==> config.mk <==
export PLATFORM = sky130hd
export DESIGN_NAME = hdmi_data_island_receiver_flat
export DESIGN_NICKNAME = d
export VERILOG_FILES = /design/src/rtl/hdmi_data_island_receiver_if.sv /design/src/rtl/hdmi_data_island_receiver.sv /design/src/flat_wrapper.sv
export SDC_FILE = /design/constraint.sdc
export NUM_CORES = 1
export LEC_CHECK = 0
export CAP_MARGIN = 20
export CORE_MARGIN = 2
export CORE_UTILIZATION = 55
export DETAILED_ROUTE_END_ITERATION = 6
export PLACE_DENSITY = 0.8
export SKIP_LAST_GASP = 1
export SLEW_MARGIN = 20
export SYNTH_ARGS = -nofsm -noshare
export SYNTH_HDL_FRONTEND = slang
export SYNTH_SLANG_ARGS = --single-unit
==> constraint.sdc <==
create_clock -name clk_pixel -period 8.3 [get_ports clk_pixel]
set_input_delay 1.66 -clock clk_pixel [delete_from_list [all_inputs] [get_ports clk_pixel]]
set_output_delay 1.66 -clock clk_pixel [all_outputs]
set_load 0.01 [all_outputs]
==> src/rtl/hdmi_data_island_receiver_if.sv <==
// Bus bundle for hdmi_data_island_receiver.
// Inputs: three aligned 10-bit TMDS channels.
// Outputs: the reassembled packet (header, parity, four subpackets, parity-check
// flags), a packet strobe, an island-status flag, a malformed-island pulse, and
// hsync/vsync recovered from channel 0.
// The master modport is the symbol source and packet consumer. The slave modport
// is the receiver.
interface hdmi_data_island_receiver_if;
  logic [9:0]  tmds0;
  logic [9:0]  tmds1;
  logic [9:0]  tmds2;
  logic        packet_valid;
  logic [23:0] header;
  logic [7:0]  header_ecc;
  logic [63:0] sub0;
  logic [63:0] sub1;
  logic [63:0] sub2;
  logic [63:0] sub3;
  logic [4:0]  ecc_error;
  logic        sym_error;
  logic        in_island;
  logic        hsync;
  logic        vsync;

  modport master (
    output tmds0, tmds1, tmds2,
    input  packet_valid, header, header_ecc, sub0, sub1, sub2, sub3,
           ecc_error, sym_error, in_island, hsync, vsync
  );

  modport slave (
    input  tmds0, tmds1, tmds2,
    output packet_valid, header, header_ecc, sub0, sub1, sub2, sub3,
           ecc_error, sym_error, in_island, hsync, vsync
  );
endinterface

==> src/rtl/hdmi_data_island_receiver.sv <==
// HDMI data-island receiver.
// The block detects the guard bands on all three TMDS channels and TERC4-decodes
// the island body. It rebuilds each 32-cycle packet into a header and four
// subpackets and checks every BCH parity byte. No error correction is done.
// Ports:
//   clk_pixel  - pixel clock, the only clock
//   reset_n    - asynchronous reset, active low
//   bus        - slave side of hdmi_data_island_receiver_if (symbols in, packet out)
//
// state    | meaning
// S_IDLE   | outside an island, looking for the first lead guard band
// S_LEAD1  | one lead guard band seen, expecting the second
// S_PACKET | inside the island body, k counts the packet cycle
// S_TRAIL1 | one trail guard band seen, expecting the second
module hdmi_data_island_receiver #(
  parameter int MAX_PACKETS = 18
) (
  input  logic                         clk_pixel,
  input  logic                         reset_n,
  hdmi_data_island_receiver_if.slave   bus
);
  localparam logic [9:0] GB_CODE = 10'b0100110011;
  localparam int PW = $clog2(MAX_PACKETS + 1);
  localparam logic [PW-1:0] MAX_P = PW'(MAX_PACKETS);

  typedef enum logic [1:0] {S_IDLE, S_LEAD1, S_PACKET, S_TRAIL1} state_t;

  // Returns {valid, data}.
  function automatic logic [4:0] terc4_decode(input logic [9:0] sym);
    case (sym)
      10'b1010011100: return 5'h10;
      10'b1001100011: return 5'h11;
      10'b1011100100: return 5'h12;
      10'b1011100010: return 5'h13;
      10'b0101110001: return 5'h14;
      10'b0100011110: return 5'h15;
      10'b0110001110: return 5'h16;
      10'b0100111100: return 5'h17;
      10'b1011001100: return 5'h18;
      10'b0100111001: return 5'h19;
      10'b0110011100: return 5'h1a;
      10'b1011000110: return 5'h1b;
      10'b1010001110: return 5'h1c;
      10'b1001110001: return 5'h1d;
      10'b0101100011: return 5'h1e;
      10'b1011000011: return 5'h1f;
      default:        return 5'h00;
    endcase
  endfunction

  function automatic logic [7:0] ecc_step(input logic [7:0] e, input logic b);
    logic f;
    f = b ^ e[0];
    return {1'b0, e[7:1]} ^ (f ? 8'h83 : 8'h00);
  endfunction

  state_t          state, state_nxt;
  logic [4:0]      k, k_nxt;
  logic [PW-1:0]   pcount, pcount_nxt;
  logic [31:0]     hdr_acc, hdr_nxt;
  logic [3:0][63:0] sub_acc, sub_nxt;
  logic [7:0]      hecc, hecc_nxt;
  logic [3:0][7:0] secc, secc_nxt;
  logic [4:0]      dec0, dec1, dec2, ecc_nxt;
  logic            all_valid, is_gb, accept, complete, err;

  logic            pv_q, se_q, isl_q, hs_q, vs_q;
  logic [23:0]     hdr_q;
  logic [7:0]      hecc_q;
  logic [3:0][63:0] sub_q;
  logic [4:0]      ecc_q;

  assign dec0      = terc4_decode(bus.tmds0);
  assign dec1      = terc4_decode(bus.tmds1);
  assign dec2      = terc4_decode(bus.tmds2);
  assign all_valid = dec0[4] & dec1[4] & dec2[4];
  // Channel-0 guard band is one of the TERC4 codes for 4'b11xx.
  assign is_gb     = (bus.tmds1 == GB_CODE) && (bus.tmds2 == GB_CODE) &&
                     dec0[4] && (dec0[3:2] == 2'b11);

  always_comb begin
    state_nxt  = state;
    k_nxt      = k;
    pcount_nxt = pcount;
    accept     = 1'b0;
    complete   = 1'b0;
    err        = 1'b0;
    case (state)
      S_IDLE:  if (is_gb) state_nxt = S_LEAD1;
      S_LEAD1: begin
        if (is_gb) begin
          state_nxt  = S_PACKET;
          k_nxt      = 5'd0;
          pcount_nxt = '0;
        end else begin
          state_nxt = S_IDLE;
        end
      end
      S_PACKET: begin
        if (is_gb) begin
          if (k == 5'd0 && pcount != '0) begin
            state_nxt = S_TRAIL1;
          end else begin
            err       = 1'b1;
            state_nxt = S_IDLE;
          end
        end else if (!all_valid || (k == 5'd0 && pcount >= MAX_P)) begin
          err       = 1'b1;
          state_nxt = S_IDLE;
        end else begin
          accept = 1'b1;
          k_nxt  = k + 5'd1;
          if (k == 5'd31) begin
            complete   = 1'b1;
            pcount_nxt = pcount + 1'b1;
          end
        end
      end
      S_TRAIL1: begin
        state_nxt = S_IDLE;
        if (!is_gb) err = 1'b1;
      end
      default: state_nxt = S_IDLE;
    endcase
  end

  // Data path. The parity registers restart from zero at k=0. They freeze once
  // the data bits are consumed, so at k=31 they hold the final computed parity.
  always_comb begin
    hdr_nxt    = hdr_acc;
    hdr_nxt[k] = dec0[2];
    hecc_nxt   = (k < 5'd24) ? ecc_step((k == 5'd0) ? 8'h00 : hecc, dec0[2]) : hecc;
    sub_nxt    = sub_acc;
    secc_nxt   = secc;
    for (int i = 0; i < 4; i++) begin
      sub_nxt[i][{k, 1'b0}] = dec1[i];
      sub_nxt[i][{k, 1'b1}] = dec2[i];
      if (k < 5'd28)
        secc_nxt[i] = ecc_step(ecc_step((k == 5'd0) ? 8'h00 : secc[i], dec1[i]), dec2[i]);
    end
    ecc_nxt[4] = (hdr_nxt[31:24] != hecc);
    for (int i = 0; i < 4; i++) ecc_nxt[i] = (sub_nxt[i][63:56] != secc[i]);
  end

  always_ff @(posedge clk_pixel or negedge reset_n) begin
    if (!reset_n) begin
      state   <= S_IDLE;
      k       <= '0;
      pcount  <= '0;
      hdr_acc <= '0;
      sub_acc <= '0;
      hecc    <= '0;
      secc    <= '0;
      pv_q    <= 1'b0;
      se_q    <= 1'b0;
      isl_q   <= 1'b0;
      hs_q    <= 1'b0;
      vs_q    <= 1'b0;
      hdr_q   <= '0;
      hecc_q  <= '0;
      sub_q   <= '0;
      ecc_q   <= '0;
    end else begin
      state  <= state_nxt;
      k      <= k_nxt;
      pcount <= pcount_nxt;
      if (accept) begin
        hdr_acc <= hdr_nxt;
        sub_acc <= sub_nxt;
        hecc    <= hecc_nxt;
        secc    <= secc_nxt;
      end
      pv_q <= complete;
      se_q <= err;
      // Stays high for the cycle after the final trail guard band or an abort.
      isl_q <= (state != S_IDLE) || is_gb;
      if (dec0[4] && ((state != S_IDLE) || is_gb)) begin
        hs_q <= dec0[0];
        vs_q <= dec0[1];
      end
      if (complete) begin
        hdr_q  <= hdr_nxt[23:0];
        hecc_q <= hdr_nxt[31:24];
        sub_q  <= sub_nxt;
        ecc_q  <= ecc_nxt;
      end
    end
  end

  assign bus.packet_valid = pv_q;
  assign bus.header       = hdr_q;
  assign bus.header_ecc   = hecc_q;
  assign bus.sub0         = sub_q[0];
  assign bus.sub1         = sub_q[1];
  assign bus.sub2         = sub_q[2];
  assign bus.sub3         = sub_q[3];
  assign bus.ecc_error    = ecc_q;
  assign bus.sym_error    = se_q;
  assign bus.in_island    = isl_q;
  assign bus.hsync        = hs_q;
  assign bus.vsync        = vs_q;
endmodule

==> src/flat_wrapper.sv <==
// flat-port wrapper written by rule: the top's interface ports become plain ports
module hdmi_data_island_receiver_flat 
#(
  parameter int MAX_PACKETS = 18
)
  (clk_pixel, reset_n, bus_tmds0, bus_tmds1, bus_tmds2, bus_packet_valid, bus_header, bus_header_ecc, bus_sub0, bus_sub1, bus_sub2, bus_sub3, bus_ecc_error, bus_sym_error, bus_in_island, bus_hsync, bus_vsync);
  hdmi_data_island_receiver_if bus_i ();
  input  logic clk_pixel;
  input  logic reset_n;
  input wire logic [$bits(bus_i.tmds0)-1:0] bus_tmds0;
  input wire logic [$bits(bus_i.tmds1)-1:0] bus_tmds1;
  input wire logic [$bits(bus_i.tmds2)-1:0] bus_tmds2;
  output wire logic [$bits(bus_i.packet_valid)-1:0] bus_packet_valid;
  output wire logic [$bits(bus_i.header)-1:0] bus_header;
  output wire logic [$bits(bus_i.header_ecc)-1:0] bus_header_ecc;
  output wire logic [$bits(bus_i.sub0)-1:0] bus_sub0;
  output wire logic [$bits(bus_i.sub1)-1:0] bus_sub1;
  output wire logic [$bits(bus_i.sub2)-1:0] bus_sub2;
  output wire logic [$bits(bus_i.sub3)-1:0] bus_sub3;
  output wire logic [$bits(bus_i.ecc_error)-1:0] bus_ecc_error;
  output wire logic [$bits(bus_i.sym_error)-1:0] bus_sym_error;
  output wire logic [$bits(bus_i.in_island)-1:0] bus_in_island;
  output wire logic [$bits(bus_i.hsync)-1:0] bus_hsync;
  output wire logic [$bits(bus_i.vsync)-1:0] bus_vsync;
  assign bus_i.tmds0 = bus_tmds0;
  assign bus_i.tmds1 = bus_tmds1;
  assign bus_i.tmds2 = bus_tmds2;
  assign bus_packet_valid = bus_i.packet_valid;
  assign bus_header = bus_i.header;
  assign bus_header_ecc = bus_i.header_ecc;
  assign bus_sub0 = bus_i.sub0;
  assign bus_sub1 = bus_i.sub1;
  assign bus_sub2 = bus_i.sub2;
  assign bus_sub3 = bus_i.sub3;
  assign bus_ecc_error = bus_i.ecc_error;
  assign bus_sym_error = bus_i.sym_error;
  assign bus_in_island = bus_i.in_island;
  assign bus_hsync = bus_i.hsync;
  assign bus_vsync = bus_i.vsync;
  hdmi_data_island_receiver #(.MAX_PACKETS(MAX_PACKETS)) u_core (.clk_pixel(clk_pixel), .reset_n(reset_n), .bus(bus_i));
endmodule
## Yosys cells after proc, flatten, opt, wreduce, memory -nomap -nowiden

Index checks and enable logic that the tools add are counted.

- Memory bits (writable): 0
- Memories: 0
- Bits in registers: 638
- Bits in latches: 0
- ROM bits: 0
- Input port bits: 32

- Div/mod/pow operators: 0
- Multiply operators: 0
- Multiplexer cells: 58
- Bitwise gates (word level): 20
- $lt $le $gt $ge: 9
- Shift operators: 0
- Eq/ne operators: 66
- Reductions and logical operators: 22
- Add/subtract/negate cells: 2

Operators by type and width:

| kind | count |
|---|---|
| bitwise mux 64 bit | 8 |
| equality test 10 bit (second input constant) | 27 |
| case mux 5 bit (16 select lines) | 3 |
| equality test 10 x 9 -> 1 bit (second input constant) | 23 |
| two-way mux 8 bit | 14 |
| bitwise XOR 7 x 8 -> 8 bit | 9 |
| inequality test 8 bit | 5 |
| bitwise mux 32 bit | 1 |
| two-way mux 5 bit | 6 |
| case mux 5 bit (2 select lines) | 2 |
| demux 1 bit (select 5 bit) | 3 |
| less-than comparator 6 x 7 -> 1 bit (second input constant) | 2 |
| two-way mux 1 bit | 14 |
| greater-or-equal comparator 6 x 1 -> 1 bit (second input constant) | 2 |
| adder 5 x 1 -> 5 bit (second input constant) | 2 |
| less-than comparator 5 bit (second input constant) | 2 |
| two-way mux 2 bit | 5 |
| logical AND 1 bit | 9 |
| bitwise XOR 1 bit | 9 |
| case mux 2 bit (4 select lines) | 1 |
| equality test 2 bit (second input constant) | 3 |
| less-than comparator 5 x 6 -> 1 bit (second input constant) | 1 |
| inequality test 2 x 1 -> 1 bit (second input constant) | 3 |
| AND reduction 2 bit | 3 |
| 16 further kinds | 20 |

## Longest topological paths before layout

Gate-level depths: netlist of the first run.

- Depth after elaboration: 10
- Depth in mapped cells: 14
- Depth with buffers taken out: 10

## Least setup slack after synthesis of the first run

Ideal clock, no wire load.

- Path type: input port to flip-flop
- Start: input port bus_tmds0[7]
- End: register u_core.pcount[4]
- Setup time: 69 ps
- Required time: 8231 ps
- Stages on the path: 12
- Setup slack: 4132 ps
- Path buffers: 4
- Data arrival time: 4098 ps
- Cell sequence: buf_4 -> or3b_1 -> or4_1 -> o21ai_1 -> nor3_1 -> a21oi_2 -> buf_6 -> buf_6 -> buf_6 -> nand4_2 -> or4_1 -> nand3_1

- Word-level cells in the longest chain between the ends: 8

RTL lines:

| element | RTL line | text |
|---|---|---|
| start, declared | flat_wrapper.sv:10 | `input wire logic [$bits(bus_i.tmds0)-1:0] bus_tmds0;` |
| equality test 10 bit / equality test 10 x 9 -> 1 bit (equally long branches) | hdmi_data_island_receiver.sv:30 | `case (sym)` |
| case mux 5 bit (16 select lines) (*) | hdmi_data_island_receiver.sv:30 |  |
| bitwise AND 1 bit (2 in a row) | hdmi_data_island_receiver.sv:76 | `assign all_valid = dec0[4] & dec1[4] & dec2[4];` |
| logical NOT 1 bit | hdmi_data_island_receiver.sv:107 | `end else if (!all_valid \|\| (k == 5'd0 && pcount >= MAX_P)) begin` |
| logical OR 1 bit | hdmi_data_island_receiver.sv:107 |  |
| inequality test 2 bit (no source line) | -- |  |
| AND reduction 5 bit (no source line) (*) | -- |  |
| end signal, assigned | hdmi_data_island_receiver.sv:166 | `pcount <= pcount_nxt;` |
| end, declared | hdmi_data_island_receiver.sv:59 | `logic [PW-1:0] pcount, pcount_nxt;` |

Every way passes the cells marked *; elsewhere a longest branch is shown, timed or not.
A chain may end at the register's enable or synchronous reset.

## Worst setup path after layout of the first run

- Start: input port bus_tmds2[5]
- End: register u_core.hdr_q[19], in the netlist u_core.bus.header[19]

- Word-level cells in the longest chain between the ends: 8

RTL lines:

| element | RTL line | text |
|---|---|---|
| start, declared | flat_wrapper.sv:12 | `input wire logic [$bits(bus_i.tmds2)-1:0] bus_tmds2;` |
| equality test 10 bit / equality test 10 x 9 -> 1 bit (equally long branches) | hdmi_data_island_receiver.sv:30 |  |
| case mux 5 bit (16 select lines) | hdmi_data_island_receiver.sv:30 |  |
| bitwise AND 1 bit | hdmi_data_island_receiver.sv:76 |  |
| logical NOT 1 bit | hdmi_data_island_receiver.sv:107 |  |
| logical OR 1 bit | hdmi_data_island_receiver.sv:107 |  |
| two-way mux 1 bit | hdmi_data_island_receiver.sv:107 |  |
| two-way mux 1 bit (*) | hdmi_data_island_receiver.sv:100 | `if (is_gb) begin` |
| two-way mux 1 bit (*) | hdmi_data_island_receiver.sv:88 | `case (state)` |
| end signal, assigned | hdmi_data_island_receiver.sv:182 | `hdr_q <= hdr_nxt[23:0];` |
| end, declared | hdmi_data_island_receiver.sv:68 | `logic [23:0] hdr_q;` |

Marks and branches as above.

==> run_results.csv, run 1 <==
group,metric,value,unit
clocking,cts.reportedPaths.clkPinSlew,0.06,ns
synth,synthArstFlopShare,1.00,
grt,met1_usage,0.426,
setup_path,cp_data_required_time,8.73,ns
final_layout,diodes,0,
power,powerDensity,185,nW/um2
grt,use_met3,0.0594,
setup_path,cp.arrival,6.20,ns
setup_path,critPathMaxFanout,104,
clocking,cts_root_buffer,"clkbuf_16",
timing,worst_slew_pin_slew,1.09,ns
route,ant_nets,0,
timing,max_freq,173,MHz
clocking,post_cts_buffers,0,
floorplan,fp.coreArea,51600,um2
timing,setup_viol,0,
final_layout,area_growth,20.2,%
synth,synth_area_leaders,"dfrtp_1 (55%), o21ai_0 (11%), nand2_1 (8.7%)",
synth,ys_ff_latch,638,
hold_path,hold_class,"reg -> reg",
synth,avgSynthCellArea,8.76,um2
route,vias,25344,
grt,antenna_found_initial,0,
final_layout,final_layout_size_suffix_gt1_frac,0.0488,
setup_path,cp-start-kind,"primary input",
synth,ys.flop_type,"dfrtp_1",
clocking,cts_buffers,67,
placement,hpwl,53.9,mm
power,seq_power_share,0.485,
clocking,hold_buffers,0,
timing,final_max_slew_viol_count,0,
power,power.switching,0.00136,W
synth,synth.top_cell.area_share,0.553,
power,comb_power_share,0.023,
clocking,clk_latency,0.60,ns
synth,synth_cell_types,73,
floorplan,dieArea,54400,um2
timing,final-hold-violation-count,0,
floorplan,rows,83,
synth,synthCells,3299,
floorplan,die_w,233,um
route,drc,0,
synth,ys_warn_count,0,
setup_path,critical_path_class,"in -> reg",
power,p_leak,14.5,nW
clocking,cts_tree,"yes",
final_layout,fin_nets,3519,
final_layout,fin_util,0.673,
grt,grt_pass1_wl,134,mm
grt,grt_util_all_layers,0.314,
clocking,ctsHtreeMaxLevel,3,
grt,grt_pass1_vias,24245,
grt,busiest_layer,"met2",
clocking,clockBufferDepth,3,
placement,placed_area,32400,um2
power,internal-power,0.00506,W
grt,grt_remaining_overflow,0,
synth,yosysTopAreaCell,"dfrtp_1",
power,sw_frac_of_total,0.212,
floorplan,die_h,233,um
grt,grt_max_degree,184,
status,status,"finished clean",
job,cap_violations,0,
timing,min_period,5.77,ns
route,via_per_inst,6.03,
route,drt_first_iter_violations,2663,
route,firstDrtPassIters,7,
setup_path,end_kind,"register",
floorplan,pin_count,330,
clocking,cts_sinks,638,
timing,skew,0.0149,ns
route,wl_per_cell,20.3,um
synth,synth.cell_area,28900,um2
power,peakVddDrop,0.159,mV
timing,final.setup.tns,0,ns
power,pwr-share-clk,0.492,
placement,gpl.final_weighted_congestion,0.951,
synth,syn_nets,3344,
final_layout,stdcell_area,34700,um2
final_layout,fillers,3920,
timing,slew_headroom,0.268,
placement,port_buffers,329,
floorplan,start_util,0.560,
timing,finalCritPeriodShare,0.695,
timing,rsz0062_at_grt,"false",
synth,synth_edf_count,0,
route,routed_wl,85.3,mm
synth,ys_seq_area_frac,0.553,
clocking,cts.repair.resized,0,
grt,use_met2,0.507,
[power groups by stage]
stage | sequential [W] | combinational [W] | clock [W]
finish | 0.00311 | 0.000148 | 0.00316
global route | 0.00311 | 0.000167 | 0.00331
CTS | 0.00311 | 0.000150 | 0.00318
detailed placement | 0.00317 | 0.000149 | 0
global placement | 0.00317 | 0.000145 | 0
floorplan | 0.00317 | 0.0000465 | 0
[layer usage]
metal	share of wire	up-vias	wire length [um]
li1	-	11564	-
met1	0.41	12322	34700
met2	0.48	1252	40600
met3	0.083	206	7110
met4	0.034	0	2870
met5	0	-	0
[worst max-delay path, stage by stage]
cell and delay, ns:
clkdlybuf4s50_1 0.67, and4bb_2 0.32, o211ai_1 0.28, o21a_1 0.21, nor4bb_1 0.60, a21oi_4 0.02, buf_4 0.30, nand4_1 0.18
buf_4 0.82, buf_4 0.75, o21ai_0 0.26
[flip-flops by register name, indices dropped and copies added (netlist names), 5 cells and up]
register               count
u_core.hdr_acc            32
u_core.bus.sub0           64
u_core.hecc                8
u_core.bus.header_ecc      8
u_core.bus.sub3           64
u_core.k                   5
u_core.bus.sub1           64
u_core.bus.header         24
u_core.pcount              5
u_core.bus.ecc_error       5
u_core.bus.sub2           64
u_core.sub_acc           256
u_core.secc               32
[cell type report]
class | count | area [um2] | area share
Sequential cell | 638 | 16000 | 0.460
Inverter | 40 | 150 | 0.00433
Clock buffer | 101 | 2070 | 0.0596
Clock inverter | 17 | 246 | 0.00710
Multi-Input combinational cell | 2366 | 11800 | 0.341
Timing Repair Buffer | 361 | 3590 | 0.103
Tap cell | 680 | 851 | 0.0245
[synth_stat cells (4+ instances only)]
cell and count:
a211oi_1 37, nor4bb_1 17, nand2b_1 16, nand4_1 56, or3_1 6, ha_1 13
and3_1 4, o22ai_1 16, clkbuf_1 188, o21ai_0 629, mux2_2 6, o211ai_1 7
buf_2 40, nor2_1 328, dfrtp_1 638, xor2_1 35, nand2_1 672, nor2b_1 23
nor3_1 19, inv_1 39, xnor2_1 26, a21oi_1 277, nand3_1 37, buf_1 23
and2_1 5, mux2i_1 8, a21o_1 25, nor3b_1 8, nand4b_1 4, or4_1 9
a22oi_1 23, a31oi_1 4, and3b_1 5
[through the flow]
stage          power (W)  worst slack [ns]  cells  hold slack (ns)
2_1_floorplan    0.00322              4.13   3299            0.445
4_1_cts          0.00644              2.63   4203            0.479
5_1_grt          0.00659              2.33   4203            0.496
6_report         0.00642              2.53   4203            0.475
3_3_place_gp     0.00332              2.13   4085            0.457
3_5_place_dp     0.00332              2.02   4085            0.465
[cells in the final DEF (no fill, tap or decap), types with 8 or more instances in the layout]
cell type          n
nand2_1          672
dfrtp_1          638
o21ai_0          629
clkdlybuf4s50_1  328
nor2_1           325
a21oi_1          277
clkbuf_16         71
nand4_1           56
inv_1             39
nand3_1           36
a211oi_1          36
xor2_1            35
buf_4             28
xnor2_1           26
a21o_1            25
nor2b_1           23
a22oi_1           23
clkbuf_8          18
nand2b_1          16
nor4bb_1          16
o22ai_1           16
nor3_1            16
ha_1              12
clkbuf_1          12
or4_1              9
nor3b_1            8
mux2i_1            8
[cells by family (layout without fill, tap and decap cells)]
kind of cell,count (synthesis),count (layout),share of synthesized area
DFF,638,638,0.553
muxes,14,14,0.00511
xor gates and xnor gates,61,61,0.0185
adders and majority gates,13,13,0.00563
and+or+nand+nor,1231,1231,0.183
AOI/OAI and AO/OA,1047,1047,0.194
buffers and inverters,295,519,0.0410
[worst paths after layout]
| kind | start | depth (start not counted) | slack [ns] | to |
|---|---|---|---|---|
| max | bus_tmds2[5] | 11 | 2.53 | u_core.bus.header[19] |
| min | u_core.hdr_acc[0] | 2 | 0.48 | u_core.hdr_acc[0] |
| max reg2reg | u_core.k[0] | 11 | 3.87 | u_core.bus.header[19] |
| min reg2reg | u_core.hdr_acc[0] | 2 | 0.48 | u_core.hdr_acc[0] |
| max in group asynchronous | reset_n | 2 | 5.65 | u_core.sub_acc[237] |
| min in group asynchronous | reset_n | 1 | 1.08 | u_core.sub_acc[11] |
Power figures use the tool's default switching activity.
==> run 2: changes to the inputs <==
clock period = 5.8 ns   (was 8.3 ns; I/O delays follow)
==> run 2 against run 1 <==
Against the previous run:
- register-to-register slack worse by 2.1 ns
- first-iteration DRC count is 2.9% lower
- die area stayed put
- clock-buffer cell count is 9 lower
- largest cell class unchanged
- sequential cell count stayed put
- clock skew is 0.013 ns higher
- critical path type unchanged
- critical endpoint is now u_core.bus.sub0[60]
- clock power is 37% higher
==> run_results.csv, run 2 (same netlist as run 1, synthesis figures left out) <==
group,metric,value,unit
timing,worst_slew_pin_slew,1.02,ns
setup_path,cp_data_required_time,6.33,ns
route,drc,0,
power,p_leak,14.5,nW
grt,grt_max_degree,172,
final_layout,fin_util,0.674,
timing,rsz0062_at_grt,"false",
floorplan,die_h,233,um
clocking,clk_latency,0.62,ns
route,vias,25018,
clocking,cts.repair.resized,0,
power,sw_frac_of_total,0.215,
grt,grt_remaining_overflow,0,
floorplan,rows,83,
clocking,ctsHtreeMaxLevel,3,
clocking,cts_tree,"yes",
clocking,clockBufferDepth,3,
setup_path,r2r_slack,1.78,ns
hold_path,hold_class,"reg -> reg",
floorplan,die_w,233,um
setup_path,end_kind,"register",
timing,setup_viol,0,
clocking,cts_sinks,638,
final_layout,largest_reg_flops,256,
final_layout,mostFrequentLayoutCell,"nand2_1",
clocking,cts.reportedPaths.clkPinSlew,0.06,ns
final_layout,final_layout_size_suffix_gt1_frac,0.0524,
timing,max_freq,221,MHz
timing,worst_slack,1.27,ns
final_layout,fin_nets,3531,
route,ant_nets,0,
power,seq_power_share,0.495,
route,drt_first_iter_violations,2586,
grt,grt_util_all_layers,0.313,
route,via_per_inst,5.94,
placement,port_buffers,329,
power,powerDensity,259,nW/um2
placement,placed_cells,4097,
grt,antenna_found_initial,1,
setup_path,critPathMaxFanout,171,
power,power.switching,0.00193,W
floorplan,fp.coreArea,51600,um2
placement,pre_cts_ws,0.794,ns
placement,hpwl,55.1,mm
timing,slew_headroom,0.315,
clocking,post_cts_buffers,0,
clocking,cts_buffers,66,
timing,final.setup.tns,0,ns
timing,final-hold-violation-count,0,
clocking,cts_root_buffer,"clkbuf_16",
floorplan,pin_count,330,
setup_path,critical_path_class,"in -> reg",
power,finalPower,0.00900,W
final_layout,final_cell_mix,"nand2_1 (672), dfrtp_1 (638), o21ai_0 (629)",
power,comb_power_share,0.024,
placement,gpl.final_weighted_congestion,0.888,
grt,grt_pass1_wl,134,mm
grt,grt_pass1_vias,24212,
power,internal-power,0.00706,W
clocking,hold_buffers,0,
job,cap_violations,0,
final_layout,finalNonFillerCells,4212,
route,firstDrtPassIters,6,
timing,final_max_slew_viol_count,0,
floorplan,start_util,0.560,
route,routed_wl,84.4,mm
final_layout,area_growth,20.4,%
power,peakVddDrop,0.240,mV
timing,min_period,4.53,ns
route,wl_per_cell,20.0,um
setup_path,cp.arrival,5.07,ns
timing,finalCritPeriodShare,0.781,
floorplan,dieArea,54400,um2
final_layout,top_register,"u_core.sub_acc",
final_layout,diodes,0,
timing,skew,0.0283,ns
setup_path,cp-start-kind,"primary input",
status,status,"finished clean",
power,pwr-share-clk,0.481,
run 2: cell count changes in the layout (fill, tap and decap cells not counted), moves of 2 or more:
cell / previous run / this run
buf_4: 28 / 35
clkbuf_16: 71 / 68
clkinv_2: 7 / 9
clkbuf_1: 12 / 7
clkinv_8: 0 / 3
bufinv_16: 6 / 4
buf_12: 4 / 9
clkinv_4: 0 / 2
run 2: path summary, 6_finish.rpt:
check | end | startpoint | depth (start not counted)
hold reg to reg | u_core.sub_acc[93] | u_core.sub_acc[93] | 2
setup reg to reg | u_core.bus.ecc_error[0] | u_core.k[0] | 9
hold / removal | u_core.sub_acc[93] | u_core.sub_acc[93] | 2
setup / recovery | u_core.bus.sub0[60] | bus_tmds1[2] | 10
min in group asynchronous | u_core.sub_acc[141] | reset_n | 1
max in group asynchronous | u_core.bus.sub1[28] | reset_n | 2
run 2: metrics by stage:
stage	instance area [um2]	hold slack (ns)
final	34800	0.476
after global placement	32500	0.456
after detailed placement	32500	0.460
after global routing	34800	0.497
after floorplan	28900	0.445
after CTS	34800	0.480
run 2: layer usage:
metal / GRT usage / vias up / wire length (um)
met3: 0.0498 / 179 / 6590
met2: 0.499 / 1116 / 40200
li1: - / 11589 / -
met5: 0 / - / 0
met1: 0.433 / 12134 / 34700
met4: 0.118 / 0 / 2870
run 2: layout make-up:
| cell class | instances | area (um2) |
|---|---|---|
| Multi-Input combinational cell | 2366 | 11800 |
| Fill cell | 3923 | 16800 |
| Timing Repair Buffer | 374 | 3750 |
| Sequential cell | 638 | 16000 |
| Inverter | 40 | 150 |
| Clock buffer | 92 | 1960 |
| Tap cell | 680 | 851 |
| Clock inverter | 22 | 264 |
run 2: critical path: stages:
cell             delay (ns)
clkdlybuf4s50_1        0.67
nand4b_1               0.19
or4_1                  0.49
a21boi_1               0.40
a211oi_4               0.14
a21boi_4               0.47
nand4_1                0.32
buf_12                 0.34
a211oi_1               0.51
a21o_1                 0.13
run 2: power groups by stage:
stage | combinational, W | sequential [W] | clock, W
detailed placement | 0.000219 | 0.00454 | 0
finish | 0.000215 | 0.00446 | 0.00433
global route | 0.000241 | 0.00445 | 0.00456
CTS | 0.000219 | 0.00446 | 0.00438
floorplan | 0.0000665 | 0.00454 | 0
global placement | 0.000215 | 0.00454 | 0
